File: src/rtl/calc_pkg.sv
// Shared calculator definitions: key codes, keypad FSM states
// and small helpers for decoding the keypad column pattern.
package calc_pkg;

    localparam logic [4:0] KEY_PLUS  = 5'h10;
    localparam logic [4:0] KEY_MINUS = 5'h11;
    localparam logic [4:0] KEY_EQUAL = 5'h12;
    localparam logic [4:0] KEY_CLEAR = 5'h13;

    typedef enum logic [1:0] {
        SCAN,
        DEBOUNCE,
        HOLD,
        RELEASE
    } kp_state_t;

    // True when exactly one active-low column is asserted.
    function automatic logic one_low(input logic [4:0] cols);
        logic [4:0] act;
        act = ~cols;
        return (act != 5'd0) && ((act & (act - 5'd1)) == 5'd0);
    endfunction

    function automatic logic [2:0] col_index(input logic [4:0] cols);
        logic [2:0] idx;
        idx = 3'd0;
        for (int i = 0; i < 5; i++) begin
            if (!cols[i]) idx = 3'(i);
        end
        return idx;
    endfunction

    function automatic logic [4:0] key_code(
        input logic [1:0] row,
        input logic [2:0] col
    );
        if (col == 3'd4) return KEY_PLUS + {3'b000, row};
        return {1'b0, row, col[1:0]};
    endfunction

endpackage

File: src/rtl/key_sync.sv
// Two-flop synchronizer for asynchronous inputs.
// Resets to all-ones so idle pulled-up lines read as released.
module key_sync #(
    parameter int WIDTH = 5
) (
    input  logic             clk,
    input  logic             rst,
    input  logic [WIDTH-1:0] d,
    output logic [WIDTH-1:0] q
);

    logic [WIDTH-1:0] meta;

    always_ff @(posedge clk) begin
        if (rst) begin
            meta <= '1;
            q    <= '1;
        end else begin
            meta <= d;
            q    <= meta;
        end
    end

endmodule

File: src/rtl/keypad_encoder.sv
// 4x5 keypad scanner with press/release debouncing.
// Emits one valid_input strobe and key code per key press.
module keypad_encoder
    import calc_pkg::*;
#(
    parameter int SCAN_DIV     = 1000,
    parameter int DEBOUNCE_CNT = 20000
) (
    input  logic       clk,
    input  logic       rst,
    input  logic [4:0] col_n,
    output logic [3:0] row_n,
    output logic       valid_input,
    output logic [4:0] input_value,
    output logic       key_down
);

    localparam int DW = $clog2(SCAN_DIV + 1);
    localparam int BW = $clog2(DEBOUNCE_CNT + 1);
    localparam logic [DW-1:0] DWELL_LAST = DW'(SCAN_DIV - 1);
    localparam logic [BW-1:0] DEB_LAST   = BW'(DEBOUNCE_CNT - 1);

    logic [4:0]    cs;
    kp_state_t     state;
    logic [1:0]    row;
    logic [DW-1:0] dwell;
    logic [BW-1:0] deb;
    logic [4:0]    pat;

    key_sync #(.WIDTH(5)) u_sync (
        .clk (clk),
        .rst (rst),
        .d   (col_n),
        .q   (cs)
    );

    assign row_n = ~(4'b0001 << row);

    always_ff @(posedge clk) begin
        if (rst) begin
            state       <= SCAN;
            row         <= 2'd0;
            dwell       <= '0;
            deb         <= '0;
            pat         <= 5'h1f;
            valid_input <= 1'b0;
            input_value <= 5'h00;
            key_down    <= 1'b0;
        end else begin
            valid_input <= 1'b0;
            unique case (state)
                SCAN: begin
                    if (dwell == DWELL_LAST) begin
                        dwell <= '0;
                        if (one_low(cs)) begin
                            pat   <= cs;
                            deb   <= '0;
                            state <= DEBOUNCE;
                        end else begin
                            row <= row + 2'd1;
                        end
                    end else begin
                        dwell <= dwell + 1'b1;
                    end
                end
                DEBOUNCE: begin
                    if (cs != pat) begin
                        row   <= row + 2'd1;
                        dwell <= '0;
                        state <= SCAN;
                    end else if (deb == DEB_LAST) begin
                        valid_input <= 1'b1;
                        input_value <= key_code(row, col_index(pat));
                        key_down    <= 1'b1;
                        state       <= HOLD;
                    end else begin
                        deb <= deb + 1'b1;
                    end
                end
                HOLD: begin
                    // Row stays frozen, so other rows cannot be seen here.
                    if (cs == 5'h1f) begin
                        deb   <= '0;
                        state <= RELEASE;
                    end
                end
                RELEASE: begin
                    if (cs != 5'h1f) begin
                        state <= HOLD;
                    end else if (deb == DEB_LAST) begin
                        key_down <= 1'b0;
                        row      <= row + 2'd1;
                        dwell    <= '0;
                        state    <= SCAN;
                    end else begin
                        deb <= deb + 1'b1;
                    end
                end
                default: state <= SCAN;
            endcase
        end
    end

endmodule
File: config.mk
export PLATFORM = sky130hd
export DESIGN_NAME = keypad_encoder
export DESIGN_NICKNAME = d
export VERILOG_FILES = /design/src/rtl/calc_pkg.sv /design/src/rtl/key_sync.sv /design/src/rtl/keypad_encoder.sv
export SDC_FILE = /design/constraint.sdc
export NUM_CORES = 1
export LEC_CHECK = 0
export BUFFER_PORTS_ARGS = -buffer_cell sky130_fd_sc_hd__clkbuf_2
export CAP_MARGIN = 0
export CORE_AREA = 2 2 105 107
export DETAILED_ROUTE_END_ITERATION = 6
export DIE_AREA = 0 0 107 109
export PLACE_DENSITY = 0.43
export RECOVER_POWER = 50
export REMOVE_ABC_BUFFERS = 1
export SYNTH_ARGS = -nofsm -noshare
export SYNTH_HDL_FRONTEND = slang
export SYNTH_HIERARCHICAL = 1
export SYNTH_SLANG_ARGS = --single-unit
File: constraint.sdc
create_clock -name clk -period 5.6 [get_ports clk]
set_clock_uncertainty 0.05 [all_clocks]
set_input_delay 0.56 -clock clk [delete_from_list [all_inputs] [get_ports clk]]
set_output_delay 0.56 -clock clk [all_outputs]
set_load 0.01 [all_outputs]
==> impl_metrics.json, run 1 <==
{
  "cts-buffers-inserted": 5,
  "drive_above_1_share_pct": 6.17,
  "drtIter0Drc": 125,
  "nets": 341,
  "p_leak_uw": 0.00101,
  "grt.total_usage_pct": 11.0,
  "grt_start_max_net_pins": 31,
  "peakVddDrop_mv": 0.0834,
  "finalCritPeriodShare_pct": 49.1,
  "floorplan.rows": 38,
  "clk_pin_slew_ps": 100,
  "worstSetupPathType": "reg2reg",
  "first_pass_iters": 4,
  "cp_cell_sequence": "ha_1 > inv_1 > or4_1 > o21ba_4 > o211ai_1 > or3_1 > a21oi_1",
  "synth_async_sr_flop_share_pct": 0,
  "cp_slowest_cell": "or4_1",
  "cts_root_buffer": "clkbuf_8",
  "start_util_pct": 24.4,
  "portBuffers": 17,
  "pin_count": 18,
  "place_ws_ps": 2900,
  "vias_per_cell": 4.76,
  "cts_resized": 0,
  "post_cts_buffers": 0,
  "finalHoldViolations": 0,
  "ant_nets": 0,
  "p_int_uw": 464,
  "syn2layout_area_growth_pct": 10.7,
  "outcome": "completed",
  "holdPathStages": 1,
  "slowest_delay_ps": 640,
  "slew-limit-headroom_pct": 16.5,
  "seq_area_frac_synth_pct": 39.5,
  "syn_inst": 311,
  "hold_start": "u_sync/meta[4]",
  "wl_um": 6010,
  "min_period_ps": 2750,
  "die_w_um": 107,
  "avgSynthCellArea_um2": 8.32,
  "worstSetupStartpoint": "dwell[0]",
  "pwr_density_cell_nw_per_um2": 213,
  "syn-cell-area_um2": 2590,
  "dieHeight_um": 109,
  "worstRegToRegCells": 7,
  "clock_sinks": 51,
  "fin_ws_ps": 2850,
  "synth_edf_count": 0,
  "timing.setup.tns_ps": 0,
  "dr_total_vias": 2209,
  "diodes": 0,
  "ys_types": 46,
  "slew_viol_final": 0,
  "cts_buffer_depth": 2,
  "cts_tree": "built",
  "r2r_start": "dwell[0]",
  "grt_antenna_before_repair": 0,
  "grt_pass1_wl_um": 10200,
  "rsz0062_at_grt": "no",
  "hold_buffers": 0,
  "swShare_pct": 24.0,
  "htree_levels": 2,
  "combPwrFrac_pct": 3.7,
  "route.detailed.drc": 0,
  "r2r_setup_slack_ps": 2850,
  "setup_viol": 0,
  "hp-class": "reg2reg",
  "reg2reg_to": "deb[5]",
  "final_cell_mix": "dfxtp_1 (51), a21oi_1 (29), nand2_1 (25)",
  "synth_ff_type": "dfxtp_1",
  "place_congestion": 0.794,
  "wire_per_inst_um": 13.0,
  "layout_commonest_cell": "dfxtp_1",
  "ys_seq_elements": 51,
  "crit_fanout": 16,
  "p_switching_uw": 146,
  "drv_cap": 0,
  "worst-endpoint-arrival_ps": 2940,
  "ys_warn_count": 6,
  "hold_end": "u_sync/q[4]",
  "post-dp-hpwl_um": 4300,
  "dieArea_um2": 11700,
  "fmax_ghz": 0.364,
  "coreArea_um2": 10600,
  "clkPwrFrac_pct": 35.1,
  "worst_pin_slew_ps": 1250,
  "critPathRequiredTime_ps": 5790,
  "clock_latency_ps": 310,
  "grt_pass1_vias": 2065,
  "cp-start-kind": "register",
  "grt_overflow": 0,
  "seqPwrFrac_pct": 61.1,
  "cp-end-kind": "register"
}
[worst max-delay path: cells and delay by family (launching register included)]
family	cells	cell delay (ps)
AND/OR/NAND/NOR	2	1120
AO/OA/AOI/OAI	3	810
flip-flops	1	400
adder cells (fa/ha/maj)	1	210
buffers and inverters	1	70
[area by class of cell]
class | count | area [um2]
Clock buffer | 6 | 72.6
Fill cell | 1162 | 7740
Inverter | 20 | 75.1
Tap cell | 140 | 175
Clock inverter | 2 | 12.5
Sequential cell | 51 | 1020
Timing Repair Buffer | 18 | 77.6
Multi-Input combinational cell | 227 | 1430
[sequential cells by signal, summed over array words and instances (netlist names)]
register,count
dwell,10
valid_input,1
state,2
u_sync/q,5
deb,15
row,2
pat,5
key_down,1
u_sync/meta,5
input_value,5
[worst max-delay path by stage]
stage	end	slack (ps)
2_1_floorplan	deb[11]	2940
6_report	deb[5]	2850
3_3_place_gp	deb[4]	2970
3_5_place_dp	deb[5]	2900
5_1_grt	deb[13]	2650
4_1_cts	deb[5]	2840
[cell usage after synthesis (3+ instances only)]
cell	instances	area share (%)
or2_1	10	2.4
clkbuf_1	8	1.2
mux2i_1	5	1.9
nor2_1	21	3.0
dfxtp_1	51	39
buf_2	4	0.77
nand2_1	25	3.6
ha_1	11	5.3
xnor2_1	4	1.4
nand3_1	17	3.3
and4_1	3	1.0
or4_1	6	1.7
nor3_1	5	0.97
and3_1	3	0.73
a211oi_1	4	1.2
a2111oi_0	3	1.0
inv_1	20	2.9
nand4_1	6	1.5
o211ai_1	5	1.5
o31ai_1	4	1.2
a21oi_1	29	5.6
xor2_1	6	2.0
o21ai_0	18	3.5
or3_1	11	2.7
[metrics by stage]
| stage | util (%) | instance area [um2] | hold WS [ps] | instances | power, uW |
|---|---|---|---|---|---|
| finish | 27.0 | 2860 | 353 | 464 | 611 |
| global placement | 26.3 | 2790 | 338 | 456 | 405 |
| CTS | 27.1 | 2880 | 358 | 464 | 622 |
| global route | 27.0 | 2860 | 356 | 464 | 641 |
| detailed placement | 26.3 | 2790 | 338 | 456 | 405 |
| floorplan | - | 2520 | 333 | 298 | 394 |
[cell families after synthesis]
| logic type | synth area share [%] |
|---|---|
| compound gates | 18.7 |
| xor+xnor | 3.39 |
| fa+ha+maj | 5.32 |
| buf+inv | 5.27 |
| flops | 39.5 |
| mux | 2.37 |
| simple gates | 25.4 |
[layer usage]
layer  global-route usage, %  vias to the layer above  share of wire [%]
met4                    3.43                        0                1.2
li1                        -                     1129                  -
met5                       0                        -                  0
met2                    17.9                       40                 45
met1                    14.5                     1034                 50
met3                    2.33                        6                3.7
[power by group through the flow]
stage          Combinational (uW)  Sequential [uW]  Clock (uW)
2_1_floorplan                14.2              380           0
3_3_place_gp                 23.0              382           0
3_5_place_dp                 23.3              382           0
4_1_cts                      23.4              373         225
5_1_grt                      26.1              374         241
6_report                     22.8              373         215
No activity file was read; power rests on OpenSTA's default activity.
==> inputs of run 2 (changes only) <==
--- a/config.mk
+++ b/config.mk
@@ -5,12 +5,13 @@
 export SDC_FILE = /design/constraint.sdc
 export NUM_CORES = 1
 export LEC_CHECK = 0
+export ABC_AREA = 1
 export BUFFER_PORTS_ARGS = -buffer_cell sky130_fd_sc_hd__clkbuf_2
 export CAP_MARGIN = 0
-export CORE_AREA = 2 2 105 107
+export CORE_AREA = 2 2 114 116
 export DETAILED_ROUTE_END_ITERATION = 6
-export DIE_AREA = 0 0 107 109
-export PLACE_DENSITY = 0.43
+export DIE_AREA = 0 0 116 118
+export PLACE_DENSITY = 0.44
 export RECOVER_POWER = 50
 export REMOVE_ABC_BUFFERS = 1
 export SYNTH_ARGS = -nofsm -noshare
==> constraint.sdc (replaced) <==
create_clock -name clk -period 2.35 [get_ports clk]
set_clock_uncertainty 0.05 [all_clocks]
set_input_delay 0.235 -clock clk [delete_from_list [all_inputs] [get_ports clk]]
set_output_delay 0.235 -clock clk [all_outputs]
set_load 0.01 [all_outputs]
==> run 2 against run 1 <==
Combinational power grew to 3.1 times the previous value. First-iteration DRC count down 21%. Largest cell class unchanged. Total power grew to 2.8 times the previous value. Via count grew 28%. Clock power rose to 3.6 times the previous value. Count of clock-buffer cells in the layout decreased by 1. Register-to-register slack got worse by 2500 ps. Die area grew 17%. Sequential power rose by 140%. Non-clock buffer count grew 4. Sequential share of layout area down 5.9 points.
==> impl_metrics.json, run 2 <==
{
  "final_cell_mix": "nand2_1 (138), nor2_1 (60), inv_1 (51), dfxtp_1 (51), nand3_1 (40)",
  "multi_input_area_um2": 1700,
  "min_period_ps": 2020,
  "reg_top3": "deb (15), dwell (10)",
  "route.detailed.drc": 0,
  "drive_above_1_share_pct": 10.7,
  "grt_use_met3_pct": 2.57,
  "seq_area_frac_synth_pct": 33.6,
  "cp_slowest_cell": "dfxtp_1",
  "final_cell_area_um2": 3430,
  "grt.met1_usage_pct": 15.1,
  "clock_sinks": 51,
  "cp_cell_sequence": "ha_1 > nand2_2 > nor2_4 > inv_2 > nor2_2 > nand2_1 > nand2_1 > nand2_1 > nor2_4 > inv_2 > nand2_1 > a21oi_1",
  "nets": 501,
  "syn-cell-area_um2": 3040,
  "coreArea_um2": 12400,
  "grt_start_max_net_pins": 32,
  "ys_warn_count": 6,
  "place_area_um2": 3300,
  "worst_pin_slew_ps": 658,
  "avgSynthCellArea_um2": 6.54,
  "seqPwrFrac_pct": 51.4,
  "floorplan.rows": 41,
  "p_switching_uw": 419,
  "ys_seq_elements": 51,
  "cts_buffer_depth": 2,
  "grt_pass1_vias": 2754,
  "slowest_delay_ps": 390,
  "portBuffers": 17,
  "grt.total_usage_pct": 11.6,
  "stdcell_count": 656,
  "drtIter0Drc": 99,
  "combPwrFrac_pct": 4.1,
  "htree_levels": 2,
  "synth_top_cell_area_share_pct": 33.6,
  "diodes": 0,
  "synthTopCellsByArea": "dfxtp_1 (34%), nand2_1 (17%), nor2_1 (7.3%)",
  "worstSetupPathType": "reg2reg",
  "grt_overflow": 0,
  "wire_per_inst_um": 10.9,
  "clkPwrFrac_pct": 44.4,
  "grt_busiest_layer": "met2",
  "start_util_pct": 24.5,
  "critPathRequiredTime_ps": 2480,
  "top_register": "deb",
  "syn2layout_area_growth_pct": 12.8,
  "yosys.cell_count.top_type": "nand2_1",
  "grt_antenna_before_repair": 0,
  "clock_latency_ps": 300,
  "p_leak_uw": 0.00139,
  "dieArea_um2": 13700,
  "crit_fanout": 16,
  "finalCritPeriodShare_pct": 86.0,
  "fill_cells": 1424,
  "post_cts_buffers": 0,
  "post-dp-hpwl_um": 5300,
  "pwr_density_cell_nw_per_um2": 502,
  "grt_pass1_wl_um": 12800,
  "hold_buffers": 0,
  "cts-buffers-inserted": 5,
  "slew-limit-headroom_pct": 56.0,
  "crit_path_frequent_cell": "nand2_1",
  "p_int_uw": 1300,
  "first_pass_iters": 5,
  "layout_commonest_cell": "nand2_1",
  "place_congestion": 0.796,
  "dr_total_vias": 2828,
  "largest_reg_flops": 15,
  "cp-start-kind": "register",
  "dpl.cell_count": 648,
  "slew_viol_final": 0,
  "total_power_uw": 1720,
  "pin_count": 18,
  "hp-class": "in2reg",
  "synthTopCellsByCount": "nand2_1 (137), nor2_1 (59), dfxtp_1 (51)",
  "syn_inst": 465,
  "outcome": "completed",
  "dieHeight_um": 118,
  "ant_nets": 0,
  "timing.setup.tns_ps": 0,
  "cts_tree": "built",
  "swShare_pct": 24.3,
  "cp-end-kind": "register",
  "ff_latch_area_um2": 1020,
  "synth_ff_type": "dfxtp_1",
  "fmax_ghz": 0.495,
  "finalHoldViolations": 0,
  "peakVddDrop_mv": 0.263,
  "die_w_um": 116,
  "drv_cap": 0,
  "synth_edf_count": 0,
  "wl_um": 7150,
  "vias_per_cell": 4.31,
  "yosys.area.top_type": "dfxtp_1",
  "synth_async_sr_flop_share_pct": 0,
  "cts_root_buffer": "clkbuf_16",
  "cts_resized": 0,
  "rsz0062_at_grt": "no",
  "ys_types": 37,
  "setup_viol": 0,
  "clk_pin_slew_ps": 70,
  "worst-endpoint-arrival_ps": 2150,
  "grt_use_met2_pct": 19.0
}
run 2: per-stage QoR:
stage	hold WS [ps]	setup WS (ps)	utilization, %
2_1_floorplan	247	292	-
3_3_place_gp	336	318	26.6
3_5_place_dp	340	331	26.6
4_1_cts	41.2	315	27.8
5_1_grt	65.3	34.9	27.6
6_report	55.5	328	27.6
run 2: per-layer routing:
metal | vias to the layer above | wire [um]
met1 | 1283 | 3450
met3 | 6 | 270
met2 | 46 | 3350
met4 | 0 | 86
li1 | 1493 | -
met5 | - | 0
run 2: final cells by class:
| type | instances | share of cell area (%) |
|---|---|---|
| Clock buffer | 5 | 3.65 |
| Clock inverter | 3 | 0.803 |
| Inverter | 62 | 6.79 |
| Multi-Input combinational cell | 341 | 49.6 |
| Sequential cell | 51 | 29.8 |
| Tap cell | 172 | 6.28 |
| Timing Repair Buffer | 22 | 3.14 |
run 2: cells by family after synthesis:
family          synth area share [%]
compound gates                  8.89
flops                           33.6
buf+inv                         10.2
fa+ha+maj                       4.53
xor+xnor                        2.02
simple gates                    40.8
run 2: path summary, 6_finish.rpt:
check,start,to,slack (ps),depth (start not counted)
setup / recovery,deb[0],dwell[4],330,12
hold / removal,col_n[2],u_sync/meta[2],60,3
setup reg to reg,deb[0],dwell[4],330,12
hold reg to reg,u_sync/meta[3],u_sync/q[3],360,2
run 2: power groups by stage:
stage | Clock [uW] | Sequential (uW) | Combinational (uW)
3_3_place_gp | 0 | 906 | 73.2
4_1_cts | 800 | 886 | 74.5
2_1_floorplan | 0 | 904 | 48.0
6_report | 766 | 886 | 71.3
5_1_grt | 822 | 888 | 83.0
3_5_place_dp | 0 | 906 | 74.6
run 2: critical path: cells and delay by family (launching register included):
family                   cells  cell delay (ps)
adder cells (fa/ha/maj)      1              200
AO/OA/AOI/OAI                1               50
buffers and inverters        2              210
flip-flops                   1              390
AND/OR/NAND/NOR              8              990
==> inputs of run 3 (changes only) <==
--- a/config.mk
+++ b/config.mk
@@ -11,10 +11,12 @@
 export CORE_AREA = 2 2 114 116
 export DETAILED_ROUTE_END_ITERATION = 6
 export DIE_AREA = 0 0 116 118
-export PLACE_DENSITY = 0.44
+export MAX_ROUTING_LAYER = met4
+export PLACE_DENSITY = 0.43
 export RECOVER_POWER = 50
 export REMOVE_ABC_BUFFERS = 1
 export SYNTH_ARGS = -nofsm -noshare
 export SYNTH_HDL_FRONTEND = slang
 export SYNTH_HIERARCHICAL = 1
 export SYNTH_SLANG_ARGS = --single-unit
+export TNS_END_PERCENT = 50
==> constraint.sdc (replaced) <==
create_clock -name clk -period 2.29 [get_ports clk]
set_clock_uncertainty 0.05 [all_clocks]
set_input_delay 0.229 -clock clk [delete_from_list [all_inputs] [get_ports clk]]
set_output_delay 0.229 -clock clk [all_outputs]
set_load 0.01 [all_outputs]
==> run 3 against run 2 <==
Wire length increased by 1.2%. Non-clock buffer count fell by 1. Worst hold slack got worse by 3.0 ps.
==> impl_metrics.json, run 3 (same netlist as run 2, synthesis figures left out) <==
{
  "hold_end": "u_sync/meta[4]",
  "min_period_ps": 2070,
  "start_util_pct": 24.5,
  "dr_total_vias": 2773,
  "route.detailed.drc": 0,
  "timing.setup.tns_ps": 0,
  "cts_buffer_depth": 2,
  "seqPwrFrac_pct": 51.7,
  "clock_latency_ps": 300,
  "post-dp-hpwl_um": 5190,
  "grt_start_max_net_pins": 32,
  "cp_slowest_cell": "dfxtp_1",
  "wl_um": 7240,
  "place_congestion": 0.830,
  "cp-end-kind": "register",
  "first_pass_iters": 4,
  "portBuffers": 17,
  "reg_top3": "deb (15), dwell (10)",
  "critPathRequiredTime_ps": 2410,
  "fin_ws_ps": 219,
  "combPwrFrac_pct": 4.4,
  "p_switching_uw": 422,
  "fmax_ghz": 0.483,
  "ant_nets": 0,
  "grt_pass1_wl_um": 12500,
  "largest_reg_flops": 15,
  "clkPwrFrac_pct": 44.0,
  "die_w_um": 116,
  "worst-endpoint-arrival_ps": 2190,
  "cts_tree": "built",
  "cts_root_buffer": "clkbuf_16",
  "grt_antenna_before_repair": 0,
  "drv_cap": 0,
  "rsz0062_at_grt": "no",
  "htree_levels": 2,
  "grt.total_usage_pct": 11.7,
  "outcome": "completed",
  "fin_hold_ws_ps": 52.5,
  "cts-buffers-inserted": 5,
  "worstSetupStartpoint": "deb[0]",
  "pwr_density_cell_nw_per_um2": 511,
  "diodes": 0,
  "crit_fanout": 16,
  "grt_overflow": 0,
  "holdPathStages": 3,
  "swShare_pct": 24.0,
  "hold_buffers": 0,
  "worst_pin_slew_ps": 635,
  "drtIter0Drc": 180,
  "hp-class": "in2reg",
  "setup_viol": 0,
  "worstSetupPathType": "reg2reg",
  "pin_count": 18,
  "clock_sinks": 51,
  "vias_per_cell": 4.23,
  "finalCritPeriodShare_pct": 90.4,
  "slew-limit-headroom_pct": 57.5,
  "syn2layout_area_growth_pct": 13.0,
  "r2r_start": "deb[0]",
  "post_cts_buffers": 0,
  "place_ws_ps": 224,
  "finalHoldViolations": 0,
  "clk_pin_slew_ps": 70,
  "dieHeight_um": 118,
  "p_leak_uw": 0.00138,
  "nets": 500,
  "r2r_setup_slack_ps": 220,
  "slew_viol_final": 0,
  "final_cell_mix": "nand2_1 (137), nor2_1 (60), inv_1 (51), dfxtp_1 (51), nand3_1 (40)",
  "drive_above_1_share_pct": 10.6,
  "crit_path_frequent_cell": "nand2_1",
  "dieArea_um2": 13700,
  "floorplan.rows": 41,
  "hold_start": "col_n[4]",
  "p_int_uw": 1340,
  "wire_per_inst_um": 11.0,
  "coreArea_um2": 12400,
  "layout_commonest_cell": "nand2_1",
  "cp-start-kind": "register",
  "grt_pass1_vias": 2533,
  "top_register": "deb",
  "cp_cell_sequence": "ha_1 > nand2_2 > nor2_4 > inv_2 > nor2_2 > nand2_1 > nand2_1 > nand2_1 > nor2_4 > inv_2 > nand2_1 > a21oi_2",
  "worstRegToRegCells": 12,
  "slowest_delay_ps": 420,
  "reg2reg_to": "dwell[8]",
  "peakVddDrop_mv": 0.292,
  "cts_resized": 0
}
==> run 3: changes by cell type in the layout (fill, tap and decap cells not counted), sizes merged <==
cell	previous run	this run
clkinv	1	3
clkinvlp	1	0
inv	63	62
buf	5	4
==> run 3: layout make-up <==
type	instances	area, um2
Clock inverter	3	22.5
Inverter	62	233
Fill cell	1422	8980
Sequential cell	51	1020
Tap cell	172	215
Clock buffer	5	125
Timing Repair Buffer	21	113
Multi-Input combinational cell	341	1710
==> run 3: how the worst max path moves through the flow <==
stage	end	slack [ps]	depth (start not counted)
floorplan	deb[0]	230	11
global placement	dwell[8]	210	12
detailed placement	dwell[9]	220	12
CTS	dwell[9]	210	12
global route	dwell[9]	10	12
finish	dwell[8]	220	12
==> run 3: worst max-delay path, delay by kind of cell (launching register included) <==
family                   cells  cell delay, ps
buffers and inverters        2             200
flip-flops                   1             420
adder cells (fa/ha/maj)      1             210
AO/OA/AOI/OAI                1              50
AND/OR/NAND/NOR              8            1000
==> run 3: metal layers <==
metal | track usage, % | wire length [um] | up-vias
li1 | - | - | 1499
met1 | 16.0 | 3710 | 1225
met2 | 17.5 | 3230 | 41
met3 | 2.52 | 212 | 8
met4 | 3.13 | 85 | 0
met5 | - | 0 | -
==> run 3: power by group through the flow <==
stage	Combinational [uW]	Sequential, uW	Clock [uW]
3_5_place_dp	78.8	929	0
2_1_floorplan	49.3	927	0
4_1_cts	78.8	908	808
3_3_place_gp	78.4	929	0
5_1_grt	89.7	910	847
6_report	76.8	908	772
==> run 3: per-stage QoR <==
stage                     total power [uW]  util (%)  instances  area, um2
after global routing                  1850      27.7        655       3440
final                                 1760      27.7        655       3440
after global placement                1010      26.6        647       3310
after floorplan                        977         -        454       2960
after CTS                             1790      27.8        655       3450
after detailed placement              1010      26.6        647       3310
